--- config.mk ---
export PLATFORM = sky130hd
export DESIGN_NAME = sipo_deser
export DESIGN_NICKNAME = d
export VERILOG_FILES = /design/src/rtl/sipo_pkg.sv /design/src/rtl/sipo_fifo.sv /design/src/rtl/sipo_deser.sv
export SDC_FILE = /design/constraint.sdc
export NUM_CORES = 1
export LEC_CHECK = 0
export BUFFER_PORTS_ARGS = -buffer_cell sky130_fd_sc_hd__buf_2
export CAP_MARGIN = 5
export CORE_MARGIN = 4
export CORE_UTILIZATION = 49
export DETAILED_ROUTE_END_ITERATION = 10
export PLACE_DENSITY = 0.73
export SLEW_MARGIN = 20
export SYNTH_ARGS = -nofsm -noshare
export SYNTH_HDL_FRONTEND = slang
export SYNTH_SLANG_ARGS = --single-unit
--- constraint.sdc ---
create_clock -name clk -period 1.4 [get_ports clk]
set_input_delay 0.07 -clock clk [delete_from_list [all_inputs] [get_ports clk]]
set_output_delay 0.07 -clock clk [all_outputs]
set_load 0.01 [all_outputs]
--- src/rtl/sipo_pkg.sv ---
// Shared defaults and FSM state type for the serial-in / parallel-out deserializer.
package sipo_pkg;

  localparam int unsigned WIDTH_DEF = 4;
  localparam int unsigned DEPTH_DEF = 2;

  typedef enum logic {
    IDLE  = 1'b0,
    SHIFT = 1'b1
  } state_t;

endpackage

--- src/rtl/sipo_fifo.sv ---
// Small synchronous FIFO holding assembled words until downstream accepts them.
// Pointers carry one extra wrap bit so full and empty are distinguishable.
module sipo_fifo
  import sipo_pkg::*;
#(
  parameter int unsigned WIDTH = WIDTH_DEF,
  parameter int unsigned DEPTH = DEPTH_DEF
) (
  input  logic             clk,
  input  logic             reset,
  input  logic             i_push,
  input  logic [WIDTH-1:0] i_wdata,
  input  logic             i_pop,
  output logic [WIDTH-1:0] o_rdata,
  output logic             o_full,
  output logic             o_empty
);

  localparam int unsigned AW = (DEPTH > 1) ? $clog2(DEPTH) : 1;

  logic [AW:0]      r_wr_ptr;
  logic [AW:0]      r_rd_ptr;
  logic [WIDTH-1:0] r_mem [DEPTH];
  logic             w_push;
  logic             w_pop;

  // Advance a pointer, toggling the wrap bit when the index passes DEPTH-1.
  function automatic logic [AW:0] ptr_inc(input logic [AW:0] p);
    if (p[AW-1:0] == AW'(DEPTH - 1)) begin
      return {~p[AW], AW'(0)};
    end
    return p + (AW + 1)'(1);
  endfunction

  assign o_empty = (r_wr_ptr == r_rd_ptr);
  assign o_full  = (r_wr_ptr[AW] != r_rd_ptr[AW]) &&
                   (r_wr_ptr[AW-1:0] == r_rd_ptr[AW-1:0]);
  assign w_pop   = i_pop && !o_empty;
  // A pop on the same edge frees a slot, so a push into a full FIFO still lands.
  assign w_push  = i_push && (!o_full || w_pop);
  assign o_rdata = o_empty ? '0 : r_mem[r_rd_ptr[AW-1:0]];

  // Pointer update: reset empties the buffer.
  always_ff @(posedge clk) begin
    if (!reset) begin
      r_wr_ptr <= '0;
      r_rd_ptr <= '0;
    end else begin
      if (w_push) r_wr_ptr <= ptr_inc(r_wr_ptr);
      if (w_pop)  r_rd_ptr <= ptr_inc(r_rd_ptr);
    end
  end

  // Storage write; contents are don't-care while the pointers say empty.
  always_ff @(posedge clk) begin
    if (w_push) r_mem[r_wr_ptr[AW-1:0]] <= i_wdata;
  end

endmodule

--- src/rtl/sipo_deser.sv ---
// Serial-in / parallel-out deserializer: assembles LSB-first words from
// qualified serial bits and queues them in a small output FIFO.
module sipo_deser
  import sipo_pkg::*;
#(
  parameter int unsigned WIDTH = WIDTH_DEF,
  parameter int unsigned DEPTH = DEPTH_DEF
) (
  input  logic             clk,
  input  logic             reset,
  input  logic             serial_i,
  input  logic             valid_i,
  input  logic             ready_i,
  output logic [WIDTH-1:0] parallel_o,
  output logic             valid_o,
  output logic             busy_o,
  output logic             overrun_o,
  output logic [7:0]       word_cnt_o
);

  localparam int unsigned CW = (WIDTH > 1) ? $clog2(WIDTH) : 1;

  state_t           r_state;
  state_t           w_state_nxt;
  logic [CW-1:0]    r_bit_cnt;
  logic [WIDTH-1:0] r_shift;
  logic [WIDTH-1:0] w_word;
  logic             w_last;
  logic             w_pop;
  logic             w_full;
  logic             w_empty;
  logic             w_accept;
  logic             w_drop;
  logic             r_overrun;
  logic [7:0]       r_word_cnt;

  assign w_last   = valid_i && (r_bit_cnt == CW'(WIDTH - 1));
  assign w_pop    = valid_o && ready_i;
  assign w_accept = w_last && (!w_full || w_pop);
  assign w_drop   = w_last && w_full && !w_pop;

  // Completed word includes the bit arriving on this edge.
  always_comb begin
    w_word            = r_shift;
    w_word[r_bit_cnt] = serial_i;
  end

  // FSM state register.
  always_ff @(posedge clk) begin
    if (!reset) r_state <= IDLE;
    else        r_state <= w_state_nxt;
  end

  // FSM next state: leave IDLE on a valid bit, return after the last bit.
  always_comb begin
    w_state_nxt = r_state;
    case (r_state)
      IDLE:    if (valid_i && !w_last) w_state_nxt = SHIFT;
      SHIFT:   if (w_last)             w_state_nxt = IDLE;
      default: w_state_nxt = IDLE;
    endcase
  end

  // FSM outputs.
  always_comb begin
    busy_o = (r_state == SHIFT);
  end

  // Bit counter and shift register, advanced only on qualified bits.
  always_ff @(posedge clk) begin
    if (!reset) begin
      r_bit_cnt <= '0;
      r_shift   <= '0;
    end else if (valid_i) begin
      r_shift[r_bit_cnt] <= serial_i;
      r_bit_cnt          <= w_last ? '0 : r_bit_cnt + CW'(1);
    end
  end

  // Sticky overrun flag and accepted-word counter.
  always_ff @(posedge clk) begin
    if (!reset) begin
      r_overrun  <= 1'b0;
      r_word_cnt <= '0;
    end else begin
      if (w_drop)   r_overrun  <= 1'b1;
      if (w_accept) r_word_cnt <= r_word_cnt + 8'd1;
    end
  end

  sipo_fifo #(
    .WIDTH(WIDTH),
    .DEPTH(DEPTH)
  ) u_fifo (
    .clk    (clk),
    .reset  (reset),
    .i_push (w_last),
    .i_wdata(w_word),
    .i_pop  (w_pop),
    .o_rdata(parallel_o),
    .o_full (w_full),
    .o_empty(w_empty)
  );

  assign valid_o    = !w_empty;
  assign overrun_o  = r_overrun;
  assign word_cnt_o = r_word_cnt;

endmodule

[Word-level counts from Yosys, hierarchy flattened]
Memory sizes are Yosys's and may differ from the RTL's. A register that Yosys moved wholly into a read port is not among the register bits.
Index checks and enable logic that the tools add are counted.
Word-level totals
  bits in read-only memories: 0
  latch bits: 0
  bits of input ports: 5
  memories kept: 1
  logic and storage cells: 59
  flip-flop bits (word level): 20
  bits in writable memories: 8
  output and inout bits: 15
Memories
  u_fifo.r_mem: depth 2, bits a word 4, rd ports 1, clocked after Yosys merged registers in 1, wr ports 1, line sipo_fifo.sv:23  | logic [WIDTH-1:0] r_mem [DEPTH];
Cells by class
  multiplexer cells: 22
  reductions and logical operators: 16
  shift operators: 0
  equal/unequal tests: 4
  add/subtract/negate cells: 4
  bitwise operators: 3
  multiply operators: 0
  magnitude comparators: 2
  divide/modulo/power cells: 0
Operators by type and width (number)
  2-to-1 mux 1 bit: 13
  logical AND 1 bit: 10
  2-to-1 mux 2 bit: 5
  adder 8 x 1 -> 8 bit, second input constant: 1
  adder 2 x 1 -> 2 bit, second input constant: 3
  bitwise mux 4 bit: 1
  logical NOT 1 bit: 4
  2-to-1 mux 4 bit: 1
  less-than comparator 2 x 3 -> 1 bit, second input constant: 1
  inverter 1 bit: 3
  demux 1 bit (select 2 bit): 1
  equality test 2 bit: 1
  equality test 2 bit, second input constant: 1
  >= comparator 2 x 1 -> 1 bit, second input constant: 1
  logical OR 1 bit: 2
  one-hot mux 1 bit (2 select lines): 1
  equality test 1 bit: 1
  != test 1 bit: 1

[Longest topological paths before layout]
Gate-level depths: netlist (run 1).
  depth after elaboration: 9
  mapped depth: 6
  gate-level depth less buffers: 5

[Hierarchy]
From an unflattened synthesis (run 1), not the netlist that was laid out.
Second synthesis, totals
  cell total of the unflattened synthesis: 132
  area, all modules: 1452.6 um^2
Modules (own cells, without submodules)
  sipo_deser: seq. area each 320.3 um^2, area each 859.6 um^2, cells each 83, times used 1
  sipo_fifo: seq. area each 340.3 um^2, area each 593.1 um^2, cells each 49, times used 1

[Worst setup path after synthesis (run 1)]
No wires, ideal clock.
  path type: register -> register
  start: reg r_bit_cnt[0]
  end: mem u_fifo.r_mem[0][0] (netlist name) (enable)
  stages on the path, launching flop included: 6
  required time: 1.071 ns
  data arrival time: 1.193 ns
  period minus slack after synthesis: 1.522 ns
  setup slack: -0.122 ns
  buffers on the path: 1
  setup time: 0.329 ns
  cell sequence: dfxtp_1 > ha_1 > and2_1 > buf_2 > o31ai_4 > nor2_1
On the way
  cells in the longest elaborated chain, start to end: 5
RTL lines
  from (decl): line sipo_deser.sv:25  | logic [CW-1:0] r_bit_cnt;
  from (signal assigned): line sipo_deser.sv:76  | r_bit_cnt <= w_last ? '0 : r_bit_cnt + CW'(1);
  equality test 2 bit: line sipo_deser.sv:37  | assign w_last = valid_i && (r_bit_cnt == CW'(WIDTH - 1));
  logical AND 1 bit: line sipo_deser.sv:37
  logical AND 1 bit: line sipo_fifo.sv:40  | assign w_push = i_push && (!o_full || w_pop);
  2-to-1 mux 1 bit: line sipo_fifo.sv:56  | if (w_push) r_mem[r_wr_ptr[AW-1:0]] <= i_wdata;
  2-to-1 mux 1 bit (not written as such): line sipo_fifo.sv:56
  to (decl): line sipo_fifo.sv:23
Every way passes these cells.

[Worst setup path in the final report (run 1)]
  start: reg u_fifo.r_wr_ptr[1]
  end: mem u_fifo.r_mem[0][1] (netlist name) (enable)
On the way
  cells in the longest elaborated chain, start to end: 8
  elaborated cells between the ends (all ways): 11
  those cells by class: 2 x eq/ne; 2 x mux; 7 x reduce/logical
RTL lines
  from (decl): line sipo_fifo.sv:21  | logic [AW:0] r_wr_ptr;
  from (signal assigned): line sipo_fifo.sv:49  | if (w_push) r_wr_ptr <= ptr_inc(r_wr_ptr);
  equality test 2 bit: line sipo_fifo.sv:35  | assign o_empty = (r_wr_ptr == r_rd_ptr);
  logical NOT 1 bit: line sipo_fifo.sv:38, sipo_deser.sv:105
  logical AND 1 bit: line sipo_deser.sv:38  | assign w_pop = valid_o && ready_i;
  logical AND 1 bit: line sipo_fifo.sv:38  | assign w_pop = i_pop && !o_empty;
  logical OR 1 bit (*): line sipo_fifo.sv:40
  logical AND 1 bit (*): line sipo_fifo.sv:40
  2-to-1 mux 1 bit (*): line sipo_fifo.sv:56
  2-to-1 mux 1 bit (not written as such) (*): line sipo_fifo.sv:56
Every way passes the cells marked *; elsewhere a longest branch is shown, timed or not.

==> results of run 1 <==
[worst paths after layout]
kind / from / end / cells past startpoint
setup / recovery: u_fifo.r_wr_ptr[1] / u_fifo.r_mem[0][1] / 5
hold reg to reg: overrun_o / overrun_o / 2
setup reg to reg: u_fifo.r_wr_ptr[1] / u_fifo.r_mem[0][1] / 5
hold / removal: reset / word_cnt_o[6] / 2
[timing repair]
| item | in CTS | in global routing |
|---|---|---|
| endpoints found under the setup margin | 22 | 28 |
| gates resized for setup | 12 | 29 |
| setup buffers | 4 | 1 |
| pin swaps | 7 | 5 |
[metal layers]
metal / share of wire / global-route usage / wire [um]
met1: 0.43 / 0.184 / 1150
met5: 0 / 0 / 0
met2: 0.49 / 0.271 / 1330
met3: 0.055 / 0.0828 / 148
met4: 0.026 / 0.0791 / 70
[where the power goes]
group	internal [mW]	total, mW	leakage (nW)	switching [mW]
registers	0.883	0.903	0.241	0.0197
clock network	0.191	0.468	0.0320	0.277
logic	0.133	0.267	0.462	0.134
total	1.21	1.64	0.735	0.430
[through the flow]
step                setup WS, ps  area, um^2  hold WS [ps]   util
floorplan                   9.03        1310           188      -
global placement            3.57        1530           372  0.612
detailed placement         -50.1        1530           388  0.612
CTS                        -74.0        1660          31.5  0.664
global route                -150        1760          36.2  0.704
finish                      -122        1760          44.9  0.704
[flip-flops by register name, indices dropped and copies added (netlist names), named ones only]
register         cells
u_fifo.r_mem         8
overrun_o            1
r_shift              4
u_fifo.r_rd_ptr      2
r_bit_cnt            2
u_fifo.r_wr_ptr      2
word_cnt_o           8
[cell type report]
class,count,area [um^2],share of cell area
flip-flops and latches,29,673,0.382
clock inverters,2,10.0,0.00569
multi-input cells,84,711,0.404
well taps,30,37.5,0.0213
inverters,5,21.3,0.0121
clock buffers,6,41.3,0.0235
repair buffers,38,267,0.151
[Yosys cell counts (all sizes together) (2+ instances only)]
cell,instances
o311ai,3
inv,5
o21ai,5
nand2,4
xor2,7
buf,3
edfxtp,8
nor3,2
o21a,2
mux2,4
xnor2,3
and2,2
mux2i,11
ha,5
a21oi,3
dfxtp,21
or3,2
nor2,24
[worst max-delay path: cells and delay by family, from the launching register on]
family	cells	cell delay, ps
AND/OR/NAND/NOR	1	40
XOR/XNOR	1	130
AO/OA/AOI/OAI	1	380
buffers and inverters	2	360
flip-flops	1	380
[kinds of logic after synthesis]
kind of cell    Yosys count  share of synthesized area
simple gates             39                      0.133
buf+inv                   9                     0.0279
fa+ha+maj                 5                     0.0481
xor+xnor                 10                     0.0732
flops                    29                      0.508
mux                      15                      0.119
compound gates           15                     0.0905
==> impl_metrics.prom, run 1 <==
# TYPE chip_impl_metric gauge
chip_impl_info{name="run_status",value="finished with violations"} 1
chip_impl_info{name="failed_checks",value="setup timing"} 1
chip_impl_metric{name="final_cells",unit=""} 194
chip_impl_info{name="final_common_cell",value="sky130_fd_sc_hd__nor2_1"} 1
chip_impl_info{name="holdCritPathClass",value="in2reg"} 1
chip_impl_metric{name="cts-hold-fix-buffers",unit=""} 0
chip_impl_metric{name="synth.top_cell.area_share",unit=""} 0.323
chip_impl_metric{name="count_of_final_max_slew_check_failures",unit=""} 0
chip_impl_metric{name="arrival",unit="ps"} 1620
chip_impl_info{name="crit_chain",value="xnor2_1, buf_4, o31ai_4, buf_4, nor2_4"} 1
chip_impl_metric{name="first_iter_violations",unit=""} 28
chip_impl_metric{name="yosys.cell_types.count",unit=""} 29
chip_impl_metric{name="via_count",unit=""} 1013
chip_impl_metric{name="antenna_violating_nets_post_route",unit=""} 0
chip_impl_metric{name="wire_length_of_the_first_global_routing_pass",unit="um"} 4260
chip_impl_metric{name="post-route-drc-count",unit=""} 0
chip_impl_metric{name="number_of_nets_in_the_final_layout",unit=""} 173
chip_impl_metric{name="synth.cell_area",unit="mm^2"} 0.00130
chip_impl_metric{name="p_per_area",unit="mW/mm^2"} 930
chip_impl_metric{name="first_global_vias",unit=""} 944
chip_impl_metric{name="leakage",unit="nW"} 0.735
chip_impl_metric{name="slew_headroom",unit=""} 0.676
chip_impl_metric{name="drv_cap",unit=""} 0
chip_impl_metric{name="start_util",unit=""} 0.520
chip_impl_metric{name="floorplan.io_pins",unit=""} 20
chip_impl_metric{name="setup.reg_to_reg.worst_slack",unit="ps"} -120
chip_impl_metric{name="grt_usage",unit=""} 0.168
chip_impl_metric{name="globalRouteOverflowTotal",unit=""} 0
chip_impl_metric{name="synth_edf_count",unit=""} 8
chip_impl_metric{name="syn_nets",unit=""} 132
chip_impl_metric{name="place_congestion",unit=""} 0.828
chip_impl_info{name="yosys.area.top_type",value="sky130_fd_sc_hd__dfxtp_1"} 1
chip_impl_metric{name="clkSinkCount",unit=""} 29
chip_impl_metric{name="tritoncts.num_buffers",unit=""} 5
chip_impl_info{name="ys_top_cells_by_area",value="sky130_fd_sc_hd__dfxtp_1 32%, sky130_fd_sc_hd__edfxtp_1 18%, sky130_fd_sc_hd__mux2i_1 8.5%"} 1
chip_impl_metric{name="dp_hpwl",unit="um"} 1870
chip_impl_info{name="root_buffer",value="sky130_fd_sc_hd__clkbuf_4"} 1
chip_impl_metric{name="grt_antenna_before_repair",unit=""} 0
chip_impl_metric{name="power.ir.vdd_worst",unit="uV"} 987
chip_impl_metric{name="wl_per_cell",unit="um"} 13.9
chip_impl_metric{name="clkSlewWorstSetupHoldPaths",unit="ps"} 80
chip_impl_metric{name="post-route-min-period",unit="ps"} 1520
chip_impl_metric{name="max_clock_freq",unit="MHz"} 657
chip_impl_metric{name="layout_worst_path_cycle_share",unit=""} 1.09
chip_impl_info{name="most-common-layout-cells",value="19 x sky130_fd_sc_hd__nor2_1, 18 x sky130_fd_sc_hd__buf_2, 15 x sky130_fd_sc_hd__dfxtp_1"} 1
chip_impl_info{name="path_class",value="reg2reg"} 1
chip_impl_metric{name="synth_seq_cells",unit=""} 29
chip_impl_metric{name="synthesis.yosys.warnings",unit=""} 0
chip_impl_metric{name="syn_inst",unit=""} 122
chip_impl_metric{name="critical_path_peak_fanout",unit=""} 5
chip_impl_metric{name="drt_pass1_iterations",unit=""} 4
chip_impl_metric{name="fillerInstances",unit=""} 160
chip_impl_metric{name="least_margin_pin_slew",unit="ps"} 485
chip_impl_info{name="setup.worst_path.end_class",value="flip-flop"} 1
chip_impl_metric{name="cts_max_path_buffers",unit=""} 2
chip_impl_metric{name="cp_slowest_stage_delay",unit="ps"} 380
chip_impl_info{name="critPathSlowestCell",value="sky130_fd_sc_hd__dfxtp_4"} 1
chip_impl_metric{name="layout-area-overhead-vs-synth",unit="%"} 35.4
chip_impl_info{name="tritoncts_clock_tree",value="yes"} 1
chip_impl_metric{name="layout_setup_ws",unit="ps"} -122
chip_impl_metric{name="core",unit="mm^2"} 0.00250
chip_impl_metric{name="final_layout_size_suffix_gt1_frac",unit=""} 0.457
chip_impl_metric{name="placed_cells",unit=""} 181
chip_impl_metric{name="viasPerCell",unit=""} 5.22
chip_impl_metric{name="synth-seq-area-share",unit=""} 0.508
chip_impl_metric{name="portBuffers",unit=""} 19
chip_impl_metric{name="die_w",unit="um"} 59.5
chip_impl_metric{name="ctsHtreeMaxLevel",unit=""} 2
chip_impl_metric{name="grt_max_degree",unit=""} 17
chip_impl_metric{name="report.final.setup_viol",unit=""} 20
chip_impl_info{name="grt_setup_unrepaired",value="yes"} 1
chip_impl_info{name="critical-path-top-cell-by-count",value="sky130_fd_sc_hd__buf_4"} 1
chip_impl_metric{name="number_of_hold_violations_in_the_final_report",unit=""} 0
chip_impl_metric{name="async_reset_ff_frac",unit=""} 0
chip_impl_metric{name="power",unit="mW"} 1.64
chip_impl_metric{name="floorplan.die_area",unit="mm^2"} 0.00354
chip_impl_info{name="synthFlopType",value="sky130_fd_sc_hd__dfxtp_1"} 1
chip_impl_metric{name="chipHeight",unit="um"} 59.5
chip_impl_metric{name="syn_avg_cell_area",unit="um^2"} 10.7
chip_impl_metric{name="clk-insertion-delay-late",unit="ps"} 320
chip_impl_metric{name="route.final.wire_length",unit="um"} 2700
chip_impl_metric{name="fin_worst_skew",unit="ps"} 6.77
chip_impl_metric{name="diodes",unit=""} 0
chip_impl_metric{name="fin_setup_tns",unit="ps"} -1120
chip_impl_info{name="startpoint_type",value="flip-flop"} 1
chip_impl_metric{name="cp_required",unit="ps"} 1500
chip_impl_metric{name="placement_rows",unit=""} 18
No activity file was read; power rests on OpenSTA's default activity.
==> run 2, diff against run 1 <==
--- a/config.mk
+++ b/config.mk
@@ -5,12 +5,13 @@
 export SDC_FILE = /design/constraint.sdc
 export NUM_CORES = 1
 export LEC_CHECK = 0
-export BUFFER_PORTS_ARGS = -buffer_cell sky130_fd_sc_hd__buf_2
 export CAP_MARGIN = 5
 export CORE_MARGIN = 4
-export CORE_UTILIZATION = 49
+export CORE_UTILIZATION = 54
 export DETAILED_ROUTE_END_ITERATION = 10
-export PLACE_DENSITY = 0.73
+export DONT_BUFFER_PORTS = 1
+export PLACE_DENSITY = 0.72
+export SETUP_SLACK_MARGIN = 0.4
 export SLEW_MARGIN = 20
 export SYNTH_ARGS = -nofsm -noshare
 export SYNTH_HDL_FRONTEND = slang
==> impl_metrics.prom, run 2 (synthesized netlist as in run 1, its figures left out) <==
# TYPE chip_impl_metric gauge
chip_impl_metric{name="clk-insertion-delay-late",unit="ps"} 350
chip_impl_metric{name="dpl_worst_slack",unit="ps"} -5.49
chip_impl_metric{name="die_w",unit="um"} 57.1
chip_impl_metric{name="arrival",unit="ps"} 1820
chip_impl_metric{name="cp_required",unit="ps"} 1680
chip_impl_metric{name="dp_hpwl",unit="um"} 1780
chip_impl_metric{name="fillerInstances",unit=""} 86
chip_impl_metric{name="clkSinkCount",unit=""} 29
chip_impl_metric{name="number_of_nets_in_the_final_layout",unit=""} 175
chip_impl_metric{name="place_congestion",unit=""} 0.818
chip_impl_metric{name="critical_path_peak_fanout",unit=""} 4
chip_impl_metric{name="number_of_hold_violations_in_the_final_report",unit=""} 0
chip_impl_info{name="root_buffer",value="sky130_fd_sc_hd__clkbuf_4"} 1
chip_impl_info{name="tritoncts_clock_tree",value="yes"} 1
chip_impl_metric{name="first_iter_violations",unit=""} 60
chip_impl_metric{name="wl_per_cell",unit="um"} 22.4
chip_impl_info{name="run_status",value="finished with violations"} 1
chip_impl_metric{name="slew_headroom",unit=""} 0.629
chip_impl_metric{name="post-route-drc-count",unit=""} 0
chip_impl_metric{name="core",unit="mm^2"} 0.00225
chip_impl_metric{name="clkSlewWorstSetupHoldPaths",unit="ps"} 110
chip_impl_info{name="critPathSlowestCell",value="sky130_fd_sc_hd__dfxtp_4"} 1
chip_impl_info{name="setup.worst_path.end_class",value="flip-flop"} 1
chip_impl_metric{name="globalRouteOverflowTotal",unit=""} 0
chip_impl_metric{name="antenna_violating_nets_post_route",unit=""} 0
chip_impl_metric{name="wire_length_of_the_first_global_routing_pass",unit="um"} 5670
chip_impl_metric{name="drt_pass1_iterations",unit=""} 4
chip_impl_metric{name="power.ir.vdd_worst",unit="uV"} 944
chip_impl_metric{name="cp_slowest_stage_delay",unit="ps"} 370
chip_impl_metric{name="viasPerCell",unit=""} 6.07
chip_impl_info{name="grt_setup_unrepaired",value="yes"} 1
chip_impl_info{name="final_common_cell",value="sky130_fd_sc_hd__buf_4"} 1
chip_impl_metric{name="route.final.wire_length",unit="um"} 4340
chip_impl_metric{name="count_of_final_max_slew_check_failures",unit=""} 0
chip_impl_metric{name="floorplan.die_area",unit="mm^2"} 0.00326
chip_impl_metric{name="grt_usage",unit=""} 0.240
chip_impl_info{name="most-common-layout-cells",value="18 x sky130_fd_sc_hd__buf_4, 17 x sky130_fd_sc_hd__buf_6, 16 x sky130_fd_sc_hd__nor2_1"} 1
chip_impl_metric{name="portBuffers",unit=""} 0
chip_impl_info{name="holdCritPathClass",value="in2reg"} 1
chip_impl_metric{name="post-route-min-period",unit="ps"} 1540
chip_impl_metric{name="fin_worst_skew",unit="ps"} 12.2
chip_impl_metric{name="layout_worst_path_cycle_share",unit=""} 1.10
chip_impl_info{name="failed_checks",value="setup timing"} 1
chip_impl_metric{name="placement_rows",unit=""} 17
chip_impl_metric{name="layout_setup_ws",unit="ps"} -141
chip_impl_metric{name="layout-area-overhead-vs-synth",unit="%"} 57.9
chip_impl_metric{name="p_per_area",unit="mW/mm^2"} 872
chip_impl_metric{name="final_layout_size_suffix_gt1_frac",unit=""} 0.542
chip_impl_metric{name="floorplan.io_pins",unit=""} 20
chip_impl_info{name="timing.critical_path.max_delay_family",value="simple AND/OR/NAND/NOR gates"} 1
chip_impl_metric{name="max_clock_freq",unit="MHz"} 649
chip_impl_metric{name="tritoncts.num_buffers",unit=""} 5
chip_impl_info{name="path_class",value="reg2reg"} 1
chip_impl_metric{name="grt_max_degree",unit=""} 17
chip_impl_metric{name="cts_max_path_buffers",unit=""} 2
chip_impl_metric{name="drv_cap",unit=""} 0
chip_impl_info{name="crit_chain",value="ha_4, and4_4, nand4_1, or3_1, a21oi_1"} 1
chip_impl_info{name="startpoint_type",value="flip-flop"} 1
chip_impl_metric{name="first_global_vias",unit=""} 1051
chip_impl_metric{name="chipHeight",unit="um"} 57.1
chip_impl_metric{name="least_margin_pin_slew",unit="ps"} 556
chip_impl_metric{name="leakage",unit="nW"} 0.763
chip_impl_metric{name="start_util",unit=""} 0.577
chip_impl_metric{name="grt_antenna_before_repair",unit=""} 0
chip_impl_metric{name="ctsHtreeMaxLevel",unit=""} 2
chip_impl_metric{name="report.final.setup_viol",unit=""} 25
chip_impl_metric{name="crit_buf_inv",unit=""} 0
chip_impl_metric{name="diodes",unit=""} 0
chip_impl_metric{name="layout.core_utilization",unit=""} 0.911
chip_impl_metric{name="via_count",unit=""} 1178
[run 2: cell types whose count changed in the layout (fill, tap and decap cells not counted), moves of 5 or more]
cell and change:
sky130_fd_sc_hd__nor2_4 +7, sky130_fd_sc_hd__buf_4 +5, sky130_fd_sc_hd__buf_6 +10, sky130_fd_sc_hd__buf_2 -18
[run 2: cell type report]
cell class                      instances  area (um^2)  share of cell area
Clock buffer                            5         37.5              0.0183
Clock inverter                          3         17.5             0.00853
Inverter                                5         35.0              0.0171
Multi-Input combinational cell         84          861               0.419
Sequential cell                        29          686               0.334
Tap cell                               28         35.0              0.0171
Timing Repair Buffer                   40          382               0.186
[run 2: layer usage]
metal / GRT usage / wire length [um]
met1: 0.276 / 1630
met2: 0.395 / 2160
met3: 0.0814 / 410
met4: 0.123 / 144
met5: 0 / 0
[run 2: stage by stage]
stage | instances | TNS, ps | hold WS [ps] | total power [mW] | area, um^2
finish | 194 | -1410 | 43.5 | 1.79 | 2050
global route | 194 | -2450 | 59.1 | 1.86 | 2050
CTS | 187 | -210 | 32.9 | 1.70 | 1960
detailed placement | 162 | -5.49 | 195 | 1.11 | 1520
global placement | 162 | 0 | 189 | 1.11 | 1520
floorplan | 122 | 0 | 188 | 1.07 | 1390
[run 2: final timing paths]
check / startpoint / to / slack [ps] / cells past startpoint
worst max-delay path: r_bit_cnt[1] / word_cnt_o[7] / -140 / 5
worst min-delay path: ready_i / u_fifo.r_rd_ptr[1] / 40 / 3
worst max register to register: r_bit_cnt[1] / word_cnt_o[7] / -140 / 5
worst min register to register: word_cnt_o[1] / word_cnt_o[1] / 510 / 2
[run 2: repair_timing]
item,4_1_cts,5_1_grt
hold buffers,4,0
pin swaps,26,15
setup endpoints to repair,41,44
resized for setup,58,12
hold endpoints to repair,20,0
buffers inserted,13,7
[run 2: power breakdown]
| part | leakage (nW) | internal, mW | switching [mW] |
|---|---|---|---|
| sequential | 0.243 | 0.881 | 0.0257 |
| clock | 0.0310 | 0.189 | 0.340 |
| combinational | 0.488 | 0.174 | 0.181 |
[run 2: worst register-to-register path, cell delays in order, from the launching register on]
cell and delay, ps:
sky130_fd_sc_hd__dfxtp_4 370, sky130_fd_sc_hd__ha_4 160, sky130_fd_sc_hd__and4_4 230, sky130_fd_sc_hd__nand4_1 170, sky130_fd_sc_hd__or3_1 370, sky130_fd_sc_hd__a21oi_1 180
